===== src/rtl/apb_mem_param.sv =====
// ---------------------------------------------------------------------------
// apb_mem_param
//
// Parametrised APB slave memory. Drop-in successor to the fixed 8-bit address /
// 32-bit data memory slave, adding:
//   - generic data width, address width, depth and wait-state count
//   - byte-strobe writes
//   - a write-protected low region (word indices 0..PROT_WORDS-1 while wprot_i=1)
//   - error responses for misaligned, out-of-range and protected accesses
//   - an 8-bit saturating count of error responses
//
// Ports:
//   pclk_i     in   1             clock, all logic on the rising edge
//   presetn_i  in   1             synchronous reset, active-low
//   psel_i     in   1             APB select
//   penable_i  in   1             APB enable (access phase)
//   pwrite_i   in   1             1 = write, 0 = read
//   paddr_i    in   ADDR_WIDTH    byte address
//   pwdata_i   in   DATA_WIDTH    write data
//   pstrb_i    in   DATA_WIDTH/8  write byte strobes
//   wprot_i    in   1             write-protect enable for the low region
//   prdata_o   out  DATA_WIDTH    read data, held until the next completed read
//   pready_o   out  1             transfer complete (one-cycle pulse)
//   pslverr_o  out  1             error response, valid while pready_o=1
//   err_cnt_o  out  8             saturating count of error responses
//
// Timing: the setup phase is captured in IDLE (or DONE for back-to-back
// transfers). The access phase then sees pready_o=0 for WAIT_CYCLES+1 cycles
// followed by a single cycle of pready_o=1.
// ---------------------------------------------------------------------------
module apb_mem_param #(
    parameter int DATA_WIDTH  = 32,
    parameter int ADDR_WIDTH  = 8,
    parameter int DEPTH       = 64,
    parameter int WAIT_CYCLES = 0,
    parameter int PROT_WORDS  = 4
) (
    input  logic                    pclk_i,
    input  logic                    presetn_i,
    input  logic                    psel_i,
    input  logic                    penable_i,
    input  logic                    pwrite_i,
    input  logic [ADDR_WIDTH-1:0]   paddr_i,
    input  logic [DATA_WIDTH-1:0]   pwdata_i,
    input  logic [DATA_WIDTH/8-1:0] pstrb_i,
    input  logic                    wprot_i,
    output logic [DATA_WIDTH-1:0]   prdata_o,
    output logic                    pready_o,
    output logic                    pslverr_o,
    output logic [7:0]              err_cnt_o
);

    // -----------------------------------------------------------------------
    // Derived constants
    // -----------------------------------------------------------------------
    localparam int STRB_W = DATA_WIDTH / 8;
    // Number of byte-offset bits inside a word (0 for an 8-bit bus).
    localparam int OFF_W  = $clog2(STRB_W);
    localparam int MIDX_W = (DEPTH > 1) ? $clog2(DEPTH) : 1;
    localparam int WCNT_W = (WAIT_CYCLES > 0) ? $clog2(WAIT_CYCLES + 1) : 1;

    localparam logic [ADDR_WIDTH-1:0] OFF_MASK   = ADDR_WIDTH'((1 << OFF_W) - 1);
    // Range limits are one bit wider than the address so that a memory that
    // fills the whole address space (DEPTH == 2**ADDR_WIDTH) still compares
    // correctly.
    localparam logic [ADDR_WIDTH:0]   DEPTH_LIM  = (ADDR_WIDTH + 1)'(DEPTH);
    localparam logic [ADDR_WIDTH:0]   PROT_LIM   = (ADDR_WIDTH + 1)'(PROT_WORDS);
    localparam logic [WCNT_W-1:0]     WAIT_LAST  = WCNT_W'(WAIT_CYCLES);

    localparam logic [1:0] S_IDLE   = 2'd0;
    localparam logic [1:0] S_ACCESS = 2'd1;
    localparam logic [1:0] S_DONE   = 2'd2;

    // -----------------------------------------------------------------------
    // Helpers
    // -----------------------------------------------------------------------
    function automatic logic [7:0] sat_inc8(input logic [7:0] v);
        return (v == 8'hFF) ? v : v + 8'd1;
    endfunction

    // -----------------------------------------------------------------------
    // State
    // -----------------------------------------------------------------------
    logic [1:0]              state_q,   state_d;
    logic [WCNT_W-1:0]       wcnt_q,    wcnt_d;
    logic [ADDR_WIDTH-1:0]   addr_q,    addr_d;
    logic                    write_q,   write_d;
    logic [DATA_WIDTH-1:0]   wdata_q,   wdata_d;
    logic [STRB_W-1:0]       strb_q,    strb_d;
    logic                    wprot_q,   wprot_d;
    logic [DATA_WIDTH-1:0]   prdata_q,  prdata_d;
    logic                    pready_q,  pready_d;
    logic                    pslverr_q, pslverr_d;
    logic [7:0]              err_cnt_q, err_cnt_d;

    logic [DATA_WIDTH-1:0]   mem_q [DEPTH];

    // -----------------------------------------------------------------------
    // Address decode of the captured transfer
    // -----------------------------------------------------------------------
    logic [ADDR_WIDTH-1:0] widx;
    logic [MIDX_W-1:0]     midx;
    logic                  misaligned;
    logic                  out_of_range;
    logic                  protected_wr;
    logic                  acc_err;
    logic                  do_write;

    always_comb begin
        widx         = addr_q >> OFF_W;
        midx         = widx[MIDX_W-1:0];
        misaligned   = (addr_q & OFF_MASK) != '0;
        out_of_range = {1'b0, widx} >= DEPTH_LIM;
        protected_wr = write_q && wprot_q && ({1'b0, widx} < PROT_LIM);
        acc_err      = misaligned || out_of_range || protected_wr;
    end

    // -----------------------------------------------------------------------
    // Next-state logic
    // -----------------------------------------------------------------------
    always_comb begin
        state_d   = state_q;
        wcnt_d    = wcnt_q;
        addr_d    = addr_q;
        write_d   = write_q;
        wdata_d   = wdata_q;
        strb_d    = strb_q;
        wprot_d   = wprot_q;
        prdata_d  = prdata_q;
        // pready/pslverr are single-cycle pulses; they are only raised on
        // the completing edge and cleared everywhere else.
        pready_d  = 1'b0;
        pslverr_d = 1'b0;
        err_cnt_d = err_cnt_q;
        do_write  = 1'b0;

        case (state_q)
            S_IDLE: begin
                // psel with penable already high is a protocol violation
                // and is simply ignored.
                if (psel_i && !penable_i) begin
                    addr_d  = paddr_i;
                    write_d = pwrite_i;
                    wdata_d = pwdata_i;
                    strb_d  = pstrb_i;
                    wprot_d = wprot_i;
                    wcnt_d  = '0;
                    state_d = S_ACCESS;
                end
            end

            S_ACCESS: begin
                if (!psel_i) begin
                    // Master abandoned the transfer: no write, no response.
                    state_d = S_IDLE;
                end else if (penable_i) begin
                    if (wcnt_q == WAIT_LAST) begin
                        pready_d  = 1'b1;
                        pslverr_d = acc_err;
                        state_d   = S_DONE;
                        if (acc_err) begin
                            err_cnt_d = sat_inc8(err_cnt_q);
                            if (!write_q) begin
                                prdata_d = '0;
                            end
                        end else if (write_q) begin
                            do_write = 1'b1;
                        end else begin
                            prdata_d = mem_q[midx];
                        end
                    end else begin
                        wcnt_d = wcnt_q + WCNT_W'(1);
                    end
                end
            end

            S_DONE: begin
                // A setup phase presented during the response cycle starts
                // the next transfer without passing through IDLE.
                if (psel_i && !penable_i) begin
                    addr_d  = paddr_i;
                    write_d = pwrite_i;
                    wdata_d = pwdata_i;
                    strb_d  = pstrb_i;
                    wprot_d = wprot_i;
                    wcnt_d  = '0;
                    state_d = S_ACCESS;
                end else begin
                    state_d = S_IDLE;
                end
            end

            default: begin
                state_d = S_IDLE;
            end
        endcase
    end

    // -----------------------------------------------------------------------
    // Control and response registers
    // -----------------------------------------------------------------------
    always_ff @(posedge pclk_i) begin
        if (!presetn_i) begin
            state_q   <= S_IDLE;
            wcnt_q    <= '0;
            addr_q    <= '0;
            write_q   <= 1'b0;
            wdata_q   <= '0;
            strb_q    <= '0;
            wprot_q   <= 1'b0;
            prdata_q  <= '0;
            pready_q  <= 1'b0;
            pslverr_q <= 1'b0;
            err_cnt_q <= '0;
        end else begin
            state_q   <= state_d;
            wcnt_q    <= wcnt_d;
            addr_q    <= addr_d;
            write_q   <= write_d;
            wdata_q   <= wdata_d;
            strb_q    <= strb_d;
            wprot_q   <= wprot_d;
            prdata_q  <= prdata_d;
            pready_q  <= pready_d;
            pslverr_q <= pslverr_d;
            err_cnt_q <= err_cnt_d;
        end
    end

    // -----------------------------------------------------------------------
    // Memory array: cleared on reset, byte-lane writes from captured data
    // -----------------------------------------------------------------------
    always_ff @(posedge pclk_i) begin
        if (!presetn_i) begin
            for (int i = 0; i < DEPTH; i++) begin
                mem_q[i] <= '0;
            end
        end else if (do_write) begin
            for (int b = 0; b < STRB_W; b++) begin
                if (strb_q[b]) begin
                    mem_q[midx][b*8 +: 8] <= wdata_q[b*8 +: 8];
                end
            end
        end
    end

    // -----------------------------------------------------------------------
    // Outputs
    // -----------------------------------------------------------------------
    assign prdata_o  = prdata_q;
    assign pready_o  = pready_q;
    assign pslverr_o = pslverr_q;
    assign err_cnt_o = err_cnt_q;

endmodule


===== config.mk =====
export PLATFORM = sky130hd
export DESIGN_NAME = apb_mem_param
export DESIGN_NICKNAME = d
export VERILOG_FILES = /design/src/rtl/apb_mem_param.sv
export SDC_FILE = /design/constraint.sdc
export NUM_CORES = 2
export LEC_CHECK = 0
export BUFFER_PORTS_ARGS = -buffer_cell sky130_fd_sc_hd__buf_2
export CAP_MARGIN = 20
export CORE_UTILIZATION = 66
export CTS_BUF_LIST = sky130_fd_sc_hd__clkbuf_8
export CTS_CLUSTER_DIAMETER = 120
export CTS_CLUSTER_SIZE = 24
export DETAILED_ROUTE_END_ITERATION = 10
export PLACE_DENSITY = 0.83
export RECOVER_POWER = 50
export SLEW_MARGIN = 0
export SYNTH_ARGS = -nofsm -noshare
export SYNTH_HDL_FRONTEND = slang
export SYNTH_SLANG_ARGS = --single-unit

===== constraint.sdc =====
create_clock -name pclk_i -period 3.45 [get_ports pclk_i]
set_clock_uncertainty 0.2 [all_clocks]
set_input_delay 0.69 -clock pclk_i [delete_from_list [all_inputs] [get_ports pclk_i]]
set_output_delay 0.69 -clock pclk_i [all_outputs]
set_load 0.01 [all_outputs]

==> impl_metrics.yaml <==
status:
  outcome: "finished, violations left"
  violated_checks: "negative setup slack"
pwr:
  power_frac_comb_pct: 7.8
  power_switching_share_pct: 23.62
  share_of_power_burned_in_registers_pct: 68.3
  total_power_mw: 43.40
  power.ir.vdd_worst_v: 0.0003001
  internal_power_contribution_mw: 33.15
  pwr-share-clk_pct: 23.9
  power.density_cell_area_nw_per_um2: 416.0
  leakage_nw: 43.74
  power.switching_mw: 10.25
place:
  dpl_cell_area_um2: 102400
  hpwlAfterDp_um: 187400
  gp_congestion: 0.9727
  place_ws_ns: -0.09145
  dp_cells: 8589
  port_buffers: 91
timing:
  achievable-frequency_mhz: 278.6
  min_period_ns: 3.589
  timing.final.setup_violations: 118
  tightestPinTransition_ns: 1.337
  timing_max_transition_violations_final: 0
  worst_slack_ns: -0.1391
  final_hold_violating_endpoints: 0
  slew_headroom_pct: 10.89
  rsz_0062_raised_after_global_routing: "no"
  final_critical_path_share_of_the_clock_period_pct: 104.0
cells_and_area:
  area_growth_pct: 5.870
  design.final.nets: 6864
  multiInputGateArea_um2: 31670
  final_layout_size_suffix_gt1_share_pct: 17.64
  mostFrequentLayoutCells: "sky130_fd_sc_hd__and3_1, sky130_fd_sc_hd__edfxtp_1, sky130_fd_sc_hd__nand2_1"
  final_util_pct: 70.50
  finish.cell_count_without_fillers: 8818
  layout.filler_cells: 9168
  finish.instance_area_um2: 104300
  regArea_um2: 63480
logic_synthesis:
  synth_enable_flop_cells: 2048
  synth_flop_cell: "sky130_fd_sc_hd__edfxtp_1"
  syn_area_per_cell_um2: 14.01
  yosysSeqAreaShare_pct: 64.35
  asyncSetResetFlopFracSynth_pct: 0
  synth.area.mux_share_pct: 12.80
  synth_simple_gate_area_share_pct: 17.38
  yosys_register_bits: 2144
  syn_nets: 7086
  synth_cell_types: 48
  syn_inst: 7035
  synth-compound-area-share_pct: 1.692
  post_synth_instance_area_um2: 98560
  yosysWarnings: 0
  dominant_combinational_cell_family_by_area_after_synthesis: "simple AND/OR/NAND/NOR gates"
  post_synth_fa_ha_maj_area_fraction_pct: 0.01270
  synth_xor_area_share_pct: 0.04443
route:
  antenna_left: 0
  drc: 0
  wirelength_um: 277300
  detailedRoute.firstIterationViolations: 11124
  drt-wirelength-per-cell_um: 31.45
  num_vias: 63392
  avgViaCountPerCell: 7.189
  dr.pass1.iters: 8
clocking:
  post_cts_buffers: 0
  clkTransAtPathRegs_ns: 0.14
  cts_buffers: 99
  cts.root.buffer_cell: "sky130_fd_sc_hd__clkbuf_8"
  insertion_delay_to_the_later_sink_of_the_worst_skew_pair_ns: 0.93
  cts_sinks: 2144
  tritoncts_clock_tree: "yes"
  cts-root-to-sink-buffers: 3
  number_of_h_tree_levels: 3
floorplan:
  num_rows: 141
  starting_utilization_of_the_core_area_pct: 66.59
  die_span_y_um: 388.4
  die-area_um2: 150900
  die_x_um: 388.4
  core_area_um2: 148000
  boundaryPins: 92
worst_setup_path:
  cell_seen_most_often_among_critical_path_stages: "sky130_fd_sc_hd__nand3_1"
  worst-r2r-cell-count: 5
  timing.critical_path.slowest_stage_cell: "sky130_fd_sc_hd__dfxtp_1"
  r2r_setup_slack_ns: -0.14
  worstSetupPathType: "register to register"
  critical_path_arrival_ns: 4.22
  timing.critical_path.fanout_max: 13
  critPathMaxStageDelay_ns: 0.95
  timing.critical_path.cells: "nand3_1, o22ai_1, or4_1, nand3_1, o311a_1"
  critical_path.endpoint_type: "register"
  crit_required_ns: 4.08
  worstSetupStartpointType: "register"
  cp-endpoint: "prdata_o[5]"
  regToRegEndpoint: "prdata_o[5]"
hold_path:
  hold_path_class: "input pin to register"
grt:
  number_of_antenna_violations_at_the_first_check_in_global_routing: 13
  maximum_number_of_pins_on_one_net_before_global_route_repair: 148
  grt_pass1_wl_um: 401100
  track_usage_pct: 36.52
  first_global_vias: 60861
  grt_remaining_overflow: 0
flow_run:
  drv.max_cap_violation_count: 0
## state kept, by name, indices dropped and copies added (netlist names), named ones only
name,cells
addr_q,8
err_cnt_o,8
mem_q,2048
prdata_o,32
pready_o,1
pslverr_o,1
state_q,2
strb_q,4
wdata_q,32
wprot_q,1
write_q,1
## cell families (layout without fill, tap and decap cells)
| logic type | Yosys count | in the layout |
|---|---|---|
| simple gates | 3065 | 3065 |
| other cells | 0 | 10 |
| mux | 619 | 619 |
| buf+inv | 943 | 786 |
| flops | 2144 | 2144 |
| xor+xnor | 5 | 5 |
| fa+ha+maj | 1 | 1 |
| compound gates | 258 | 258 |
## through the flow
stage / TNS, ns / hold WS, ns
after global routing: 0 / 0.1187
after detailed placement: -0.09145 / 0.2426
final: -2.332 / 0.1229
after global placement: -0.08741 / 0.2269
after floorplan: 0 / 0.2100
after CTS: 0 / 0.05320
## critical path: cells and delay by family (launching register included)
family / cells / cell delay, ns
flip-flops: 1 / 0.95
AND/OR/NAND/NOR: 3 / 1.52
AO/OA/AOI/OAI: 2 / 0.82
## repair_timing
action / in CTS / in global routing
cloned: 0 / 0
setup endpoints to repair: 2 / 5
hold buffers: 48 / 0
hold endpoints to repair: 63 / 0
resized for setup: 2 / 6
## worst min path at each step
stage                     from         end  slack, ns  cells past startpoint
floorplan           state_q[1]  state_q[0]       0.21                      1
global placement    state_q[1]  state_q[0]       0.23                      1
detailed placement  state_q[1]  state_q[0]       0.24                      1
CTS                  penable_i  state_q[1]       0.05                      3
global route         penable_i  state_q[1]       0.12                      3
finish               penable_i  state_q[1]       0.12                      3
## Yosys cell counts (3+ instances only)
cell type                   number  area share, %
sky130_fd_sc_hd__xor2_1          3          0.027
sky130_fd_sc_hd__or3b_2          7          0.062
sky130_fd_sc_hd__mux4_2        513             12
sky130_fd_sc_hd__a21oi_1        50           0.25
sky130_fd_sc_hd__buf_2          72           0.37
sky130_fd_sc_hd__nand3_1        46           0.23
sky130_fd_sc_hd__dfxtp_1        96            1.9
sky130_fd_sc_hd__inv_1          27           0.10
sky130_fd_sc_hd__nor3_1         28           0.14
sky130_fd_sc_hd__o22ai_1       114           0.72
sky130_fd_sc_hd__a2111oi_0      14           0.12
sky130_fd_sc_hd__nand2b_1       37           0.23
sky130_fd_sc_hd__nor2b_1         5          0.032
sky130_fd_sc_hd__o311a_1        17           0.17
sky130_fd_sc_hd__nor2_1        125           0.48
sky130_fd_sc_hd__a211oi_1       28           0.21
sky130_fd_sc_hd__buf_1          37           0.14
sky130_fd_sc_hd__buf_4           7          0.053
sky130_fd_sc_hd__nand4_1        25           0.16
sky130_fd_sc_hd__nor4_1         16           0.10
sky130_fd_sc_hd__and3_1       2048             13
sky130_fd_sc_hd__edfxtp_1     2048             62
sky130_fd_sc_hd__mux2i_1       105            1.1
sky130_fd_sc_hd__nand2_1       682            2.6
sky130_fd_sc_hd__clkbuf_1      796            3.0
sky130_fd_sc_hd__or4_1          19           0.14
sky130_fd_sc_hd__o21ai_0        28           0.14
sky130_fd_sc_hd__nand3b_1       11          0.084
sky130_fd_sc_hd__or3_1           5          0.032
sky130_fd_sc_hd__or2_2           3          0.019
## per-layer routing
metal	wire length, µm	GRT usage [%]	share of wire, %
met3	48580	12.98	18
met5	219	0	0.079
met2	122300	53.75	44
met1	90130	48.63	32
met4	16100	18.22	5.8
## layout make-up
| cell class | count | share of cell area (%) |
|---|---|---|
| clock inverter | 64 | 0.2650 |
| inverter | 30 | 0.1091 |
| multi-input combinational | 3948 | 30.35 |
| antenna | 10 | 0.02398 |
| timing repair buffer | 590 | 4.760 |
| clock buffer | 102 | 1.345 |
| sequential | 2144 | 60.83 |
| tap | 1930 | 2.314 |
## power by group through the flow
stage               combinational (mW)  sequential, mW  clock, mW
floorplan                         1.96            29.9          0
global placement                  3.13            30.2          0
detailed placement                3.21            30.2          0
CTS                               3.26            29.6       10.3
global route                      3.45            29.7       11.1
finish                            3.38            29.6       10.4
No activity file was read; power rests on OpenSTA's default activity.
